==> config.mk <==
export PLATFORM = sky130hd
export DESIGN_NAME = fwd_operand_reg
export DESIGN_NICKNAME = d
export VERILOG_FILES = /design/src/rtl/fwd_operand_reg.sv
export SDC_FILE = /design/constraint.sdc
export NUM_CORES = 1
export LEC_CHECK = 0
export ABC_AREA = 1
export CORE_UTILIZATION = 37
export CTS_BUF_LIST = sky130_fd_sc_hd__clkbuf_8
export DETAILED_ROUTE_END_ITERATION = 6
export PLACE_DENSITY = 0.83
export SYNTH_ARGS = -nofsm -noshare
export SYNTH_HDL_FRONTEND = slang
export SYNTH_SLANG_ARGS = --single-unit
==> constraint.sdc <==
create_clock -name clk -period 1.75 [get_ports clk]
set_clock_uncertainty 0.2 [all_clocks]
set_input_delay 0.2625 -clock clk [delete_from_list [all_inputs] [get_ports clk]]
set_output_delay 0.2625 -clock clk [all_outputs]
set_load 0.03 [all_outputs]
==> src/rtl/fwd_operand_reg.sv <==
// Operand-forwarding select for one EX source operand: picks the youngest matching
// later-stage result (or the register file), flags load-use hazards and captures into ID/EX.
module fwd_operand_reg #(
    parameter int WIDTH = 32,
    parameter int NSRC  = 3,
    parameter int AW    = 5,
    parameter int CNTW  = 16,
    localparam int SELW = $clog2(NSRC + 1)
) (
    input  logic                  clk,
    input  logic                  reset,
    input  logic                  stall,
    input  logic                  flush,
    input  logic                  in_valid,
    input  logic [AW-1:0]         rs_addr,
    input  logic [WIDTH-1:0]      rf_data,
    input  logic [NSRC-1:0]       src_valid,
    input  logic [NSRC*AW-1:0]    src_rd,
    input  logic [NSRC*WIDTH-1:0] src_data,
    input  logic [NSRC-1:0]       src_ready,
    output logic                  hazard,
    output logic                  out_valid,
    output logic [WIDTH-1:0]      out_data,
    output logic [SELW-1:0]       out_sel,
    output logic [CNTW-1:0]       hazard_cnt
);

    logic [NSRC-1:0]  w_match;
    logic             w_found;
    logic             w_ready;
    logic [SELW-1:0]  w_sel;
    logic [WIDTH-1:0] w_value;
    logic             w_hazard;

    logic             r_valid;
    logic [WIDTH-1:0] r_data;
    logic [SELW-1:0]  r_sel;
    logic [CNTW-1:0]  r_cnt;

    // Match every source, then walk oldest-to-youngest so the youngest match is left standing.
    // x0 never matches, so the register-file path supplies it and that value is forced to zero.
    always_comb begin
        w_match = '0;
        w_found = 1'b0;
        w_ready = 1'b1;
        w_sel   = '0;
        w_value = (rs_addr == '0) ? '0 : rf_data;
        for (int i = 0; i < NSRC; i++) begin
            w_match[i] = src_valid[i] && (src_rd[i*AW +: AW] == rs_addr) && (rs_addr != '0);
        end
        for (int i = NSRC - 1; i >= 0; i--) begin
            w_found = w_match[i] | w_found;
            w_ready = w_match[i] ? src_ready[i] : w_ready;
            w_sel   = w_match[i] ? SELW'(i + 1) : w_sel;
            w_value = w_match[i] ? src_data[i*WIDTH +: WIDTH] : w_value;
        end
        w_hazard = in_valid & w_found & ~w_ready;
    end

    // ID/EX capture register: reset, then flush, then stall, then hazard bubble, then load.
    always_ff @(posedge clk) begin
        if (reset) begin
            r_valid <= 1'b0;
            r_data  <= '0;
            r_sel   <= '0;
        end else if (flush) begin
            r_valid <= 1'b0;
            r_data  <= '0;
            r_sel   <= '0;
        end else if (stall) begin
            r_valid <= r_valid;
            r_data  <= r_data;
            r_sel   <= r_sel;
        end else if (w_hazard) begin
            r_valid <= 1'b0;
            r_data  <= '0;
            r_sel   <= '0;
        end else begin
            r_valid <= in_valid;
            r_data  <= w_value;
            r_sel   <= w_sel;
        end
    end

    // Saturating hazard-cycle counter; counts through stall and flush cycles too.
    always_ff @(posedge clk) begin
        if (reset) begin
            r_cnt <= '0;
        end else if (w_hazard && (r_cnt != {CNTW{1'b1}})) begin
            r_cnt <= r_cnt + CNTW'(1);
        end else begin
            r_cnt <= r_cnt;
        end
    end

    assign hazard     = w_hazard;
    assign out_valid  = r_valid;
    assign out_data   = r_data;
    assign out_sel    = r_sel;
    assign hazard_cnt = r_cnt;

endmodule

Yosys cells after proc, flatten, opt, wreduce, memory -nomap -nowiden
Cells that the tools add are included.
- $add $sub $neg: 1
- eq/ne operators: 4
- multiplexer cells: 13
- bitwise gates (word level): 5
- reductions and logical operators: 10
- operator list (kind ; number):
    two-way mux 32 bit ; 5
    adder 16 x 1 -> 16 bit (second input constant) ; 1
    != test 16 bit (second input constant) ; 1
    equality test 5 bit ; 3
    two-way mux 2 bit ; 4
    logical AND 1 bit ; 7
    zero test 5 bit ; 1
    nonzero test 5 bit ; 1
    two-way mux 1 bit ; 4
    AND 1 bit ; 2
    OR 1 bit ; 2
    OR reduction 2 bit ; 1
    NOT 1 bit ; 1
- register bits after elaboration: 51
- bits of input ports: 159
- output and inout bits: 52
- logic and storage cells: 37

Longest topological paths before layout
Gate-level depths: netlist of the first run.
- depth in word-level cells: 9
- gate-level depth with buffers: 15
- mapped depth without buffers: 15

Worst setup path after synthesis of the first run
No wires, ideal clock.
- path kind: register -> register
- from: reg r_cnt[1] (netlist: hazard_cnt[1])
- to: reg r_cnt[11] (netlist: hazard_cnt[11])
- arrival time: 1758 ps
- data required time: 1418 ps
- setup slack: -340 ps
- stages on the path, launching flop included: 10
- cell sequence: dfxtp_1 > ha_1 > nand2_1 > nor3_2 > nand2_1 > nor2_1 > nand2_1 > clkbuf_1 > nand4_1 > a21oi_1
- word-level cells in the longest chain between the ends: 2
- RTL lines (element ; line ; text):
    start, declared ; 38 ; logic [CNTW-1:0] r_cnt;
    start signal, assigned ; 90 ; r_cnt <= r_cnt + CNTW'(1);
    start signal, assigned ; 92 ; r_cnt <= r_cnt;
    branches (longest 2 deep; another with adder 16 x 1 -> 16 bit) ; - ;
Several ways; the timed one is not identified.
A chain may end at the register's enable or synchronous reset.

Worst setup path in the final report of the first run
- from: in rs_addr[3]
- to: reg r_data[3] (netlist: out_data[3])
- word-level cells in the longest chain between the ends: 9
- RTL lines (element ; line ; text):
    start, declared ; 15 ; input logic [AW-1:0] rs_addr,
    equality test 5 bit ; 49 ; w_match[i] = src_valid[i] && (src_rd[i*AW +: AW] == rs_addr) && (rs_addr != '0);
    logical AND 1 bit (2 in a row) ; 49 ;
    two-way mux 1 bit (3 in a row) ; 53 ; w_ready = w_match[i] ? src_ready[i] : w_ready;
    NOT 1 bit ; 57 ; w_hazard = in_valid & w_found & ~w_ready;
    AND 1 bit ; 57 ;
    two-way mux 32 bit * ; 74 ; end else if (w_hazard) begin
    end signal, assigned ; 72 ; r_data <= r_data;
    end signal, assigned ; 80 ; r_data <= w_value;
    end, declared ; 36 ; logic [WIDTH-1:0] r_data;
Every way passes the cells marked *; elsewhere a longest branch is shown, timed or not.

==> results of run 1 <==
## Yosys cell counts, drive strengths merged
library cell / n
a21boi: 1
a21oi: 47
buf: 20
clkbuf: 25
dfxtp: 51
ha: 1
inv: 42
nand2: 176
nand3: 75
nand3b: 65
nand4: 18
nor2: 29
nor3: 8
nor4: 1
o211ai: 1
o21ai: 35
or2: 33
xnor2: 5
xor2: 8
## cells in the final DEF, fill, tap and decap left out, types with 6 or more instances in the layout
cell type	instances
nand2_1	156
clkdlybuf4s50_1	135
nand3b_1	64
dlygate4sd2_1	55
nand3_1	44
dfxtp_1	42
a21oi_1	39
buf_4	36
inv_1	31
o21ai_0	31
nand3_2	29
buf_6	22
nor2_1	18
nand4_1	16
nand2_2	15
or2_0	14
or2_4	12
buf_12	10
xor2_1	8
a21oi_2	7
dfxtp_2	7
buf_8	7
inv_2	6
clkbuf_8	6
clkbuf_2	6
## worst paths after layout
kind | from | end | slack, ps | cells past startpoint
worst max-delay path | rs_addr[3] | out_data[3] | -150 | 16
worst min-delay path | out_sel[1] | out_sel[1] | 260 | 2
worst max register to register | hazard_cnt[3] | hazard_cnt[11] | -10 | 6
worst min register to register | out_sel[1] | out_sel[1] | 260 | 2
## flip-flops by register name, indices dropped and copies added (netlist names)
name,cells
hazard_cnt,16
out_sel,2
out_data,32
out_valid,1
## cells by family after synthesis
group | count (synthesis)
and+or+nand+nor | 405
buffers and inverters | 87
AOI/OAI and AO/OA | 84
DFF | 51
xor gates and xnor gates | 13
adders and majority gates | 1
## per-layer routing
metal	share of wire [%]	vias up
met3	8.2	46
met2	49	277
met5	0	-
met1	39	2531
met4	3.7	0
li1	-	2631
## layout make-up
type,instances,area share [%]
multi-input cells,504,40.6
repair buffers,287,39.4
flip-flops and latches,51,13.8
inverters,42,2.41
well taps,136,2.26
clock buffers,6,1.09
clock inverters,2,0.464
## worst min-delay path, stage by stage (launching register included)
cell,delay [ps]
dfxtp_1,320
nand2_1,50
a21oi_1,50
## through the flow
stage / hold WS, ps / total power (uW) / std cells / area (sq um) / util, %
finish: 256 / 3130 / 1028 / 7540 / 71.8
global route: 287 / 3290 / 1028 / 7540 / 71.8
CTS: 258 / 3090 / 1019 / 7180 / 68.3
detailed placement: 247 / 2170 / 995 / 6650 / 63.3
global placement: 243 / 2160 / 995 / 6650 / 63.3
floorplan: 124 / 1630 / 641 / 4130 / -
## power by group
group | total [uW] | switching [uW] | internal [uW]
registers | 1200 | 16.4 | 1190
clock network | 865 | 402 | 464
logic | 1060 | 464 | 592
## timing repair
item                       4_1_cts  5_1_grt
setup buffers                   12        6
resized for setup              199       77
setup endpoints to repair      103       51
hold buffers                     0        0
pin swaps                       78       61
gates cloned                     6        4
==> report_table.html, run 1 <==
<table>
<tr><th>Metric</th><th>Value</th></tr>
<tr><th colspan="2">Run status</th></tr>
<tr><td>Result of the run</td><td>finished, violations left</td></tr>
<tr><td>Violated checks</td><td>negative setup slack</td></tr>
<tr><th colspan="2">Routing</th></tr>
<tr><td>Antenna Nets Post-Route</td><td>0</td></tr>
<tr><td>Initial DRC Count</td><td>569</td></tr>
<tr><td>Routed wire length</td><td>approximately 17,000 microns</td></tr>
<tr><td>Via Count</td><td>about 5,500</td></tr>
<tr><td>Post-detailed-route via-to-cell ratio</td><td>5.34</td></tr>
<tr><td>Post-route DRC</td><td>0</td></tr>
<tr><td>Number of detailed-route iterations in the first pass</td><td>5</td></tr>
<tr><td>Routed wire per std cell</td><td>16.5 microns</td></tr>
<tr><th colspan="2">Yosys</th></tr>
<tr><td>Leading cell types by total area after synthesis</td><td>dfxtp_1, nand2_1, nand3b_1</td></tr>
<tr><td>Largest area contributor in the synthesized netlist</td><td>dfxtp_1</td></tr>
<tr><td>Number of nets in the synthesized netlist</td><td>801</td></tr>
<tr><td>Yosys warns</td><td>0</td></tr>
<tr><td>Syn_area_per_cell</td><td>roughly 6.4 sq um</td></tr>
<tr><td>Number of register bits inferred by synthesis</td><td>51</td></tr>
<tr><td>Seq/Total Area, Yosys</td><td>around 25%</td></tr>
<tr><td>Xor and xnor fraction of the mapped netlist area</td><td>2.79%</td></tr>
<tr><td>Area share of the largest cell type after synthesis</td><td>approximately a quarter</td></tr>
<tr><td>Simple-Gate Fraction of Synth Area</td><td>51.5%</td></tr>
<tr><td>Multiplexer fraction of the synthesized cell area</td><td>0%</td></tr>
<tr><td>Combinational family with the most area after synthesis</td><td>simple AND/OR/NAND/NOR gates</td></tr>
<tr><td>Compound-gate portion of the synthesized area</td><td>10.7%</td></tr>
<tr><td>Cells after synthesis</td><td>641</td></tr>
<tr><td>Share of synthesized cell area in full adder, half adder and majority cells</td><td>0.307%</td></tr>
<tr><td>Library cells used by synthesis</td><td>36</td></tr>
<tr><td>Total standard cell area after synthesis</td><td>4080 sq um</td></tr>
<tr><th colspan="2">Layout</th></tr>
<tr><td>Layout fillers</td><td>825</td></tr>
<tr><td>Share of final-layout standard cells stronger than drive strength 1</td><td>24.6%</td></tr>
<tr><td>Synthesis-to-finish area growth</td><td>85.0%</td></tr>
<tr><td>Nets@finish</td><td>1,051</td></tr>
<tr><td>Antenna cell count</td><td>0</td></tr>
<tr><td>FF+latch area</td><td>~1000 sq um</td></tr>
<tr><td>Combined area of the multi-input logic cells</td><td>3060 sq um</td></tr>
<tr><th colspan="2">Place</th></tr>
<tr><td>Port Buffers</td><td>210</td></tr>
<tr><td>Global placer's final weighted congestion</td><td>0.930</td></tr>
<tr><td>Pre-CTS setup slack</td><td>-780 ps</td></tr>
<tr><td>Total half-perimeter wirelength after legalization and detailed placement</td><td>between 10,000 and 15,000 microns</td></tr>
<tr><th colspan="2">STA</th></tr>
<tr><td>Hold violation count in the final report</td><td>0</td></tr>
<tr><td>Aggregate negative setup slack</td><td>-1660 ps</td></tr>
<tr><td>Setup repair after global routing missed its margin</td><td>true</td></tr>
<tr><td>Final worst-path setup slack</td><td>-148 ps</td></tr>
<tr><td>Transition time at the pin with the least slew margin</td><td>397 ps</td></tr>
<tr><td>Worst slew slack as a fraction of its limit</td><td>73.3%</td></tr>
<tr><td>Ratio of final minimum period to clock period</td><td>108%</td></tr>
<tr><td>Final setup vio count</td><td>29</td></tr>
<tr><td>Final-report max-slew violation count</td><td>0</td></tr>
<tr><td>Top achievable clock speed</td><td>527 MHz</td></tr>
<tr><td>Min Clock Period, post-route</td><td>around 1900 ps</td></tr>
<tr><th colspan="2">Clock network</th></tr>
<tr><td>Clock root buffer</td><td>clkbuf_8</td></tr>
<tr><td>Clock tree from TritonCTS</td><td>done</td></tr>
<tr><td>Source-to-sink clock delay at the later pin of the worst-skew pair</td><td>300 ps</td></tr>
<tr><td>Total number of H-tree levels</td><td>2</td></tr>
<tr><td>Number of sinks handled by clock tree synthesis</td><td>51</td></tr>
<tr><td>Clock-pin slew reported for the worst setup and hold paths after clock tree synthesis</td><td>approximately 100 ps</td></tr>
<tr><td>Maximum root-to-sink buffer count</td><td>2</td></tr>
<tr><td>Number of CTS-inserted buffers</td><td>5</td></tr>
<tr><th colspan="2">Global routing</th></tr>
<tr><td>Global-route wire length before repair</td><td>around 25,000 microns</td></tr>
<tr><td>Total global-route track usage</td><td>between 20 and 30%</td></tr>
<tr><td>Global-route met3 utilization</td><td>under 10%</td></tr>
<tr><td>Busiest layer in global routing</td><td>met2</td></tr>
<tr><td>Total global routing overflow</td><td>0</td></tr>
<tr><td>Number of global-route vias before repair</td><td>5,160</td></tr>
<tr><td>Met1 GRT Util</td><td>around 33%</td></tr>
<tr><td>Met2 routing resource usage after global routing</td><td>~49%</td></tr>
<tr><td>Largest net degree at the start of global routing</td><td>67</td></tr>
<tr><td>Number of antenna violations at the first check in global routing</td><td>0</td></tr>
<tr><th colspan="2">Critical path</th></tr>
<tr><td>Critical-path cell list</td><td>buf_8 &gt; inv_6 &gt; nor2_1 &gt; nor2_1 &gt; nand2_2 &gt; nor2_4 &gt; nand2_8 &gt; buf_12 &gt; buf_12 &gt; buf_16 &gt; buf_6 &gt; nand3b_1 &gt; nand3_2 &gt; nand2_1 &gt; nand3b_1 &gt; a21oi_1</td></tr>
<tr><td>Family with the most delay on the worst path</td><td>simple AND/OR/NAND/NOR gates</td></tr>
<tr><td>Classification of the worst setup path</td><td>in2reg</td></tr>
<tr><td>Number of buffer and inverter instances along the worst setup path</td><td>6</td></tr>
<tr><td>Cell with the biggest individual delay on the critical path</td><td>nor2_4</td></tr>
<tr><td>Data arrival time of the critical path</td><td>1930 ps</td></tr>
<tr><td>Crit Path Max Fanout</td><td>8</td></tr>
<tr><td>Startpoint types</td><td>input pin</td></tr>
<tr><td>Crit. End Element</td><td>flop</td></tr>
<tr><td>Required @ worst endpoint</td><td>1790 ps</td></tr>
<tr><td>Stage delay of the slowest cell on the critical path</td><td>170 ps</td></tr>
<tr><th colspan="2">Die</th></tr>
<tr><td>Ports</td><td>between 200 and 250</td></tr>
<tr><td>Width of the chip</td><td>between 100 and 150 microns</td></tr>
<tr><td>Initial core utilization</td><td>38.8%</td></tr>
<tr><td>Number of cell rows</td><td>37</td></tr>
<tr><td>Area of the placeable core</td><td>10,500 sq um</td></tr>
<tr><td>Die outline area</td><td>11,400 sq um</td></tr>
<tr><td>Height of the die</td><td>107 microns</td></tr>
<tr><th colspan="2">Flow run</th></tr>
<tr><td>Max-cap check violation count</td><td>0</td></tr>
<tr><th colspan="2">Pwr</th></tr>
<tr><td>Highest ir drop seen on vdd</td><td>0.000319 V</td></tr>
<tr><td>Leakage power</td><td>0.00347 uW</td></tr>
<tr><td>Power density over the cells</td><td>414 nW/um^2</td></tr>
<tr><th colspan="2">Hold path</th></tr>
<tr><td>Class of the most critical hold timing path</td><td>reg2reg</td></tr>
</table>
No activity file was read; power rests on OpenSTA's default activity.
==> run 2: changes to the inputs <==
CORE_MARGIN = 1   (was default)
==> results of run 2 <==
No change in the layout: final DEF, timing and power equal those of run 1.
